[src/rtl/alu_dispatch_if.sv]
// Request, ALU-side and response signal bundle for the ALU issue front-end.
interface alu_dispatch_if #(
    parameter int unsigned WIDTH = 16
);
    logic             req_valid;
    logic             req_ready;
    logic [1:0]       req_op;
    logic [WIDTH-1:0] req_x;
    logic [WIDTH-1:0] req_y;
    logic             alu_start;
    logic [1:0]       alu_s;
    logic [WIDTH-1:0] alu_inbus;
    logic             alu_finish;
    logic [WIDTH-1:0] alu_outbus;
    logic             rsp_valid;
    logic             rsp_ready;
    logic [WIDTH-1:0] rsp_hi;
    logic [WIDTH-1:0] rsp_lo;
    logic             rsp_err;

    // Dispatcher side
    modport slave (
        input  req_valid, req_op, req_x, req_y, alu_finish, alu_outbus, rsp_ready,
        output req_ready, alu_start, alu_s, alu_inbus, rsp_valid, rsp_hi, rsp_lo, rsp_err
    );

    // Requester / ALU / consumer side
    modport master (
        output req_valid, req_op, req_x, req_y, alu_finish, alu_outbus, rsp_ready,
        input  req_ready, alu_start, alu_s, alu_inbus, rsp_valid, rsp_hi, rsp_lo, rsp_err
    );
endinterface

[src/rtl/alu_dispatch.sv]
// ALU issue front-end: accepts one request, launches the ALU, serialises operands,
// collects one or two result words and returns them with an error flag.
module alu_dispatch #(
    parameter int unsigned WIDTH   = 16,
    parameter int unsigned TIMEOUT = 64,
    parameter int unsigned CNT_W   = 7
) (
    input  logic         clk,
    input  logic         rst_b,
    alu_dispatch_if.slave bus,
    output logic         busy
);
    localparam logic [CNT_W-1:0] TMO_LAST = CNT_W'(TIMEOUT - 1);
    localparam logic [CNT_W-1:0] CNT_MAX  = {CNT_W{1'b1}};

    typedef enum logic [2:0] {
        IDLE, START, OPA, OPB, WAIT, CAP2, RESP
    } state_t;

    state_t            r_state;
    state_t            w_state_nxt;
    logic [WIDTH-1:0]  r_x;
    logic [WIDTH-1:0]  r_y;
    logic [CNT_W-1:0]  r_cnt;
    logic              r_req_ready;
    logic              r_busy;
    logic              r_alu_start;
    logic [1:0]        r_alu_s;
    logic [WIDTH-1:0]  r_alu_inbus;
    logic              r_rsp_valid;
    logic [WIDTH-1:0]  r_rsp_hi;
    logic [WIDTH-1:0]  r_rsp_lo;
    logic              r_rsp_err;
    logic              w_accept;
    logic              w_div0;

    assign w_accept = (r_state == IDLE) && bus.req_valid && r_req_ready;
    assign w_div0   = (bus.req_op == 2'b11) && (bus.req_y == '0);

    // State register
    always_ff @(posedge clk or negedge rst_b) begin
        if (!rst_b) r_state <= IDLE;
        else        r_state <= w_state_nxt;
    end

    // Next-state decode; finish has priority over the watchdog expiry
    always_comb begin
        w_state_nxt = r_state;
        case (r_state)
            IDLE:    if (w_accept) w_state_nxt = w_div0 ? RESP : START;
            START:   w_state_nxt = OPA;
            OPA:     w_state_nxt = OPB;
            OPB:     w_state_nxt = WAIT;
            WAIT: begin
                if (bus.alu_finish)         w_state_nxt = r_alu_s[1] ? CAP2 : RESP;
                else if (r_cnt >= TMO_LAST) w_state_nxt = RESP;
            end
            CAP2:    w_state_nxt = RESP;
            RESP:    if (bus.rsp_ready) w_state_nxt = IDLE;
            default: w_state_nxt = IDLE;
        endcase
    end

    // Registered outputs decoded from the upcoming state, plus operand/result latches
    always_ff @(posedge clk or negedge rst_b) begin
        if (!rst_b) begin
            r_x         <= '0;
            r_y         <= '0;
            r_cnt       <= '0;
            r_req_ready <= 1'b1;
            r_busy      <= 1'b0;
            r_alu_start <= 1'b0;
            r_alu_s     <= 2'b00;
            r_alu_inbus <= '0;
            r_rsp_valid <= 1'b0;
            r_rsp_hi    <= '0;
            r_rsp_lo    <= '0;
            r_rsp_err   <= 1'b0;
        end else begin
            r_req_ready <= (w_state_nxt == IDLE);
            r_busy      <= (w_state_nxt != IDLE);
            r_alu_start <= (w_state_nxt == START);
            r_rsp_valid <= (w_state_nxt == RESP);

            if (w_state_nxt == OPA)      r_alu_inbus <= r_x;
            else if (w_state_nxt == OPB) r_alu_inbus <= r_y;
            else                         r_alu_inbus <= '0;

            // Watchdog: zero outside WAIT, counts and saturates inside it
            if (r_state != WAIT)     r_cnt <= '0;
            else if (r_cnt != CNT_MAX) r_cnt <= r_cnt + CNT_W'(1);

            if (w_accept) begin
                r_x       <= bus.req_x;
                r_y       <= bus.req_y;
                r_rsp_hi  <= '0;
                r_rsp_lo  <= '0;
                r_rsp_err <= w_div0;
                if (!w_div0) r_alu_s <= bus.req_op;
            end else if (w_state_nxt == IDLE) begin
                r_alu_s <= 2'b00;
            end

            if (r_state == WAIT) begin
                if (bus.alu_finish) begin
                    if (r_alu_s[1]) begin
                        r_rsp_hi <= bus.alu_outbus;
                    end else begin
                        r_rsp_hi <= '0;
                        r_rsp_lo <= bus.alu_outbus;
                    end
                end else if (r_cnt >= TMO_LAST) begin
                    r_rsp_err <= 1'b1;
                    r_rsp_hi  <= '0;
                    r_rsp_lo  <= '0;
                end
            end

            if (r_state == CAP2) r_rsp_lo <= bus.alu_outbus;
        end
    end

    assign bus.req_ready = r_req_ready;
    assign bus.alu_start = r_alu_start;
    assign bus.alu_s     = r_alu_s;
    assign bus.alu_inbus = r_alu_inbus;
    assign bus.rsp_valid = r_rsp_valid;
    assign bus.rsp_hi    = r_rsp_hi;
    assign bus.rsp_lo    = r_rsp_lo;
    assign bus.rsp_err   = r_rsp_err;
    assign busy          = r_busy;
endmodule

[src/flat_wrapper.sv]
// flat-port wrapper written by rule: the top's interface ports become plain ports
module alu_dispatch_flat 
#(
    parameter int unsigned WIDTH   = 16,
    parameter int unsigned TIMEOUT = 64,
    parameter int unsigned CNT_W   = 7
)
  (clk, rst_b, busy, bus_req_valid, bus_req_op, bus_req_x, bus_req_y, bus_alu_finish, bus_alu_outbus, bus_rsp_ready, bus_req_ready, bus_alu_start, bus_alu_s, bus_alu_inbus, bus_rsp_valid, bus_rsp_hi, bus_rsp_lo, bus_rsp_err);
  alu_dispatch_if #(.WIDTH(WIDTH)) bus_i ();
  input  logic clk;
  input  logic rst_b;
  output logic busy;
  input wire logic [$bits(bus_i.req_valid)-1:0] bus_req_valid;
  input wire logic [$bits(bus_i.req_op)-1:0] bus_req_op;
  input wire logic [$bits(bus_i.req_x)-1:0] bus_req_x;
  input wire logic [$bits(bus_i.req_y)-1:0] bus_req_y;
  input wire logic [$bits(bus_i.alu_finish)-1:0] bus_alu_finish;
  input wire logic [$bits(bus_i.alu_outbus)-1:0] bus_alu_outbus;
  input wire logic [$bits(bus_i.rsp_ready)-1:0] bus_rsp_ready;
  output wire logic [$bits(bus_i.req_ready)-1:0] bus_req_ready;
  output wire logic [$bits(bus_i.alu_start)-1:0] bus_alu_start;
  output wire logic [$bits(bus_i.alu_s)-1:0] bus_alu_s;
  output wire logic [$bits(bus_i.alu_inbus)-1:0] bus_alu_inbus;
  output wire logic [$bits(bus_i.rsp_valid)-1:0] bus_rsp_valid;
  output wire logic [$bits(bus_i.rsp_hi)-1:0] bus_rsp_hi;
  output wire logic [$bits(bus_i.rsp_lo)-1:0] bus_rsp_lo;
  output wire logic [$bits(bus_i.rsp_err)-1:0] bus_rsp_err;
  assign bus_i.req_valid = bus_req_valid;
  assign bus_i.req_op = bus_req_op;
  assign bus_i.req_x = bus_req_x;
  assign bus_i.req_y = bus_req_y;
  assign bus_i.alu_finish = bus_alu_finish;
  assign bus_i.alu_outbus = bus_alu_outbus;
  assign bus_i.rsp_ready = bus_rsp_ready;
  assign bus_req_ready = bus_i.req_ready;
  assign bus_alu_start = bus_i.alu_start;
  assign bus_alu_s = bus_i.alu_s;
  assign bus_alu_inbus = bus_i.alu_inbus;
  assign bus_rsp_valid = bus_i.rsp_valid;
  assign bus_rsp_hi = bus_i.rsp_hi;
  assign bus_rsp_lo = bus_i.rsp_lo;
  assign bus_rsp_err = bus_i.rsp_err;
  alu_dispatch #(.WIDTH(WIDTH), .TIMEOUT(TIMEOUT), .CNT_W(CNT_W)) u_core (.clk(clk), .rst_b(rst_b), .bus(bus_i), .busy(busy));
endmodule
[config.mk]
export PLATFORM = sky130hd
export DESIGN_NAME = alu_dispatch_flat
export DESIGN_NICKNAME = d
export VERILOG_FILES = /design/src/rtl/alu_dispatch_if.sv /design/src/rtl/alu_dispatch.sv /design/src/flat_wrapper.sv
export SDC_FILE = /design/constraint.sdc
export NUM_CORES = 1
export LEC_CHECK = 0
export BUFFER_PORTS_ARGS = -buffer_cell sky130_fd_sc_hd__clkbuf_2
export CAP_MARGIN = 20
export CORE_AREA = 4 4 144 77
export DETAILED_ROUTE_END_ITERATION = 6
export DIE_AREA = 0 0 148 81
export PLACE_DENSITY_LB_ADDON = 0.08
export SKIP_CTS_REPAIR_TIMING = 1
export SYNTH_ARGS = -nofsm -noshare
export SYNTH_HDL_FRONTEND = slang
export SYNTH_SLANG_ARGS = --single-unit
[constraint.sdc]
create_clock -name clk -period 2.3 [get_ports clk]
set_clock_uncertainty 0.15 [all_clocks]
set_input_delay 0.115 -clock clk [delete_from_list [all_inputs] [get_ports clk]]
set_output_delay 0.115 -clock clk [all_outputs]
set_load 0.05 [all_outputs]
==> results.toml <==
[outcome]
outcome = "complete, no violations"

[layout]
multi_input_area_mm2 = 0.00133
fin_nets = 505
stdcell_area_mm2 = 0.00540
n_fill_cell = 868
num_antenna_cells = 0
area_overhead_vs_synth_pct = 40.6
share_of_cells_above_drive_strength_1_pct = 39.3
layout.area.seq_mm2 = 0.00243

[timing]
finalCriticalPeriod_ns = 2.12
worst_slew_margin_rel_pct = 28.2
slew_violations = 0
fin_crit_sh_pct = 92.3
setup-tns-final_ns = 0
max_slew.worst_pin.slew_ns = 1.07
finalSetupViolations = 0
layout_setup_ws_ns = 0.177
fin_worst_hold_slack_ns = 0.105
finalHoldViolations = 0
fmax_mhz = 471
grt_setup_unrepaired = "no"

[synthesis]
synthFlopType = "sky130_fd_sc_hd__dfrtp_1"
synth_cells = 284
syn-num-nets = 340
synth_common_cells = "sky130_fd_sc_hd__dfrtp_1 (96), sky130_fd_sc_hd__a22o_1 (34), sky130_fd_sc_hd__mux2_2 (33), sky130_fd_sc_hd__nor2_1 (28), sky130_fd_sc_hd__a22oi_1 (16)"
synth.most_common_cell = "sky130_fd_sc_hd__dfrtp_1"
yosys.area.top_type = "sky130_fd_sc_hd__dfrtp_1"
yosysSeqAreaShare_pct = 63.2
synth.top_cells.by_area = "sky130_fd_sc_hd__dfrtp_1 (63%), sky130_fd_sc_hd__mux2_2 (9.7%), sky130_fd_sc_hd__a22o_1 (7.7%), sky130_fd_sc_hd__a22oi_1 (3.1%), sky130_fd_sc_hd__nor2_1 (2.7%)"
synth-compound-area-share_pct = 15.2
avgSynthCellArea_um2 = 13.5
synth_cell_type_count = 46
netlist_area_mm2 = 0.00384
dominant_combinational_cell_family_by_area_after_synthesis = "compound AO/OA/AOI/OAI gates"
synth.area.mux_share_pct = 9.93
synth_seq_cells = 97
synth-warning-count = 0
post-synth-top-area-fraction_pct = 62.5
ys_async_sr_fraction_pct = 100
synth_xor_area_share_pct = 0.456
yosys.area_share.simple_pct = 8.40
yosys.area_share.adder_pct = 0.326
number_of_synthesized_flops_with_an_enable_pin = 0

[global_routing]
grt_antenna_before_repair = 0
globalRouteTotalUtil_pct = 16.1
grt_start_max_net_pins = 62
grt_first_pass_wirelength_mm = 14.9
first_global_vias = 2801
globalRouteOverflowTotal = 0

[run]
timing.max_cap.violations = 0

[setup_path]
endpoint_kind = "flip-flop"
worstReg2RegEnd = "u_core.bus.rsp_valid"
timing.critical_path.arrival_ns = 2.19
criticalPathCategory = "input pin to flip-flop"
cp-endpoint = "u_core.bus.rsp_valid"
internal_reg_to_reg_setup_slack_ns = 0.24
timing.rr.start = "u_core.r_cnt[0]"
required_ns = 2.37
crit_fanout = 5
crit_path_start = "bus_req_y[13]"
r2r_cells = 6
critical_path.startpoint_type = "input pin"

[routing]
ant_nets = 0
drt_first_iter_violations = 178
firstDrtPassIters = 5
wirelength_routed_mm = 9.82
drcViolationCount = 0
route.detailed.vias_per_inst = 4.93
via_count = 2925
post_drt_wl_per_cell_um = 16.6

[placement]
post-place-ws_ns = 0.0869
port-buffer-count = 109
dpl.hpwl_mm = 6.57
postPlaceCellArea_mm2 = 0.00457
routabilityCongestion = 0.798

[pwr]
switching_share_pct = 40.7
power_report.internal_total_mw = 4.27
p_seq_share_pct = 37.2
net-switching-power_mw = 2.93
power.total_mw = 7.20
combPwrFrac_pct = 41.2
power.density_cell_area_mw_per_mm2 = 1330
cell_leakage_power_nw = 2.66
irDropWorstVdd_mv = 0.509
share_clk_of_total_power_pct = 21.6

[clock_tree]
cts_tree = "built"
cts_h_tree_depth = 3
clkSinkCount = 97
clk_pin_slew_ns = 0.07
clk_root_buffer_cell = "sky130_fd_sc_hd__clkbuf_16"
numCtsBuffers = 9
clock_path_buffers = 2
worst_skew_pair.late_latency_ns = 0.33

[floorplanning]
floorplan.die.width_um = 148
io_pins = 110
coreArea_mm2 = 0.00989
initial_core_util_pct = 38.9
die-area_mm2 = 0.0120
rows = 26
die_h_um = 81

[worst_hold_path]
worstHoldPathType = "input pin to flip-flop"
==> how the worst min path moves through the flow <==
stage | from | to | slack (ns) | cells after the start
final | bus_rsp_ready | u_core.r_state[2] | 0.11 | 4
after global routing | bus_rsp_ready | u_core.r_state[2] | 0.12 | 4
after CTS | rst_b | u_core.bus.alu_inbus[9] | -0.40 | 1
after detailed placement | rst_b | u_core.bus.alu_inbus[9] | -0.04 | 1
after global placement | rst_b | u_core.bus.alu_inbus[9] | -0.04 | 1
after floorplan | rst_b | u_core.bus.alu_inbus[0] | -0.33 | 0
==> cells by family after synthesis <==
family,Yosys count
AND/OR/NAND/NOR,62
multiplexers,34
buffers and inverters,18
adder cells (fa/ha/maj),1
AO/OA/AOI/OAI,70
XOR/XNOR,2
flip-flops,97
==> layout make-up <==
class | count | area share, %
multi-input combinational | 169 | 24.6
timing repair buffer | 171 | 21.4
sequential | 97 | 45.0
tap | 140 | 3.24
inverter | 1 | 0.0695
clock buffer | 10 | 4.24
clock inverter | 5 | 1.51
==> sequential cells by signal, indices dropped and copies added, names as in the netlist <==
signal,cells
u_core.bus.rsp_err,1
u_core.r_cnt,7
u_core.r_x,16
u_core.bus.alu_s,2
u_core.bus.alu_inbus,16
u_core.bus.rsp_hi,16
u_core.bus.req_ready,1
u_core.busy,1
u_core.bus.alu_start,1
u_core.bus.rsp_lo,16
u_core.r_state,3
u_core.r_y,16
u_core.bus.rsp_valid,1
==> cell usage in the layout, fill, tap and decap left out, types with 2 or more instances in the layout <==
cell / synthesis / routed
sky130_fd_sc_hd__clkbuf_2: 0 / 108
sky130_fd_sc_hd__dfrtp_1: 96 / 96
sky130_fd_sc_hd__dlygate4sd3_1: 0 / 52
sky130_fd_sc_hd__a22o_1: 34 / 34
sky130_fd_sc_hd__mux2_2: 33 / 33
sky130_fd_sc_hd__nor2_1: 28 / 28
sky130_fd_sc_hd__a22oi_1: 16 / 16
sky130_fd_sc_hd__buf_4: 1 / 10
sky130_fd_sc_hd__nand2_1: 9 / 9
sky130_fd_sc_hd__clkbuf_16: 0 / 9
sky130_fd_sc_hd__nor4_1: 4 / 4
sky130_fd_sc_hd__a21oi_1: 4 / 4
sky130_fd_sc_hd__nor2b_1: 3 / 3
sky130_fd_sc_hd__a31oi_1: 3 / 3
sky130_fd_sc_hd__nand3_1: 2 / 2
sky130_fd_sc_hd__and3_1: 2 / 2
sky130_fd_sc_hd__or3_1: 2 / 2
sky130_fd_sc_hd__nand4_1: 2 / 2
sky130_fd_sc_hd__o21ai_0: 2 / 2
sky130_fd_sc_hd__bufinv_16: 0 / 2
==> stage by stage <==
stage / cells / utilization (%)
6_report: 593 / 54.6
2_1_floorplan: 284 / -
5_1_grt: 593 / 54.6
3_5_place_dp: 526 / 46.2
4_1_cts: 541 / 49.3
3_3_place_gp: 526 / 46.2
==> per-layer routing <==
layer	GRT usage, %	vias to the layer above	share of wire [%]
met3	4.79	11	4.3
met1	24.3	1457	52
met5	0	-	0
met2	22.6	76	43
met4	3.87	0	0.61
li1	-	1381	-
==> critical path, stage by stage <==
cell	delay (ns)
sky130_fd_sc_hd__dlygate4sd3_1	0.56
sky130_fd_sc_hd__clkbuf_2	0.12
sky130_fd_sc_hd__nor4_1	0.41
sky130_fd_sc_hd__nand2_1	0.20
sky130_fd_sc_hd__o21ba_4	0.28
sky130_fd_sc_hd__o21bai_2	0.22
sky130_fd_sc_hd__nor4b_2	0.29
==> power by group through the flow <==
stage | clock (mW) | combinational, mW | sequential (mW)
floorplan | 0 | 1.11 | 3.73
global placement | 0 | 2.89 | 2.69
detailed placement | 0 | 2.91 | 2.69
CTS | 1.61 | 2.92 | 2.67
global route | 1.67 | 3.18 | 2.75
finish | 1.56 | 2.97 | 2.68
Power figures use the tool's default switching activity.
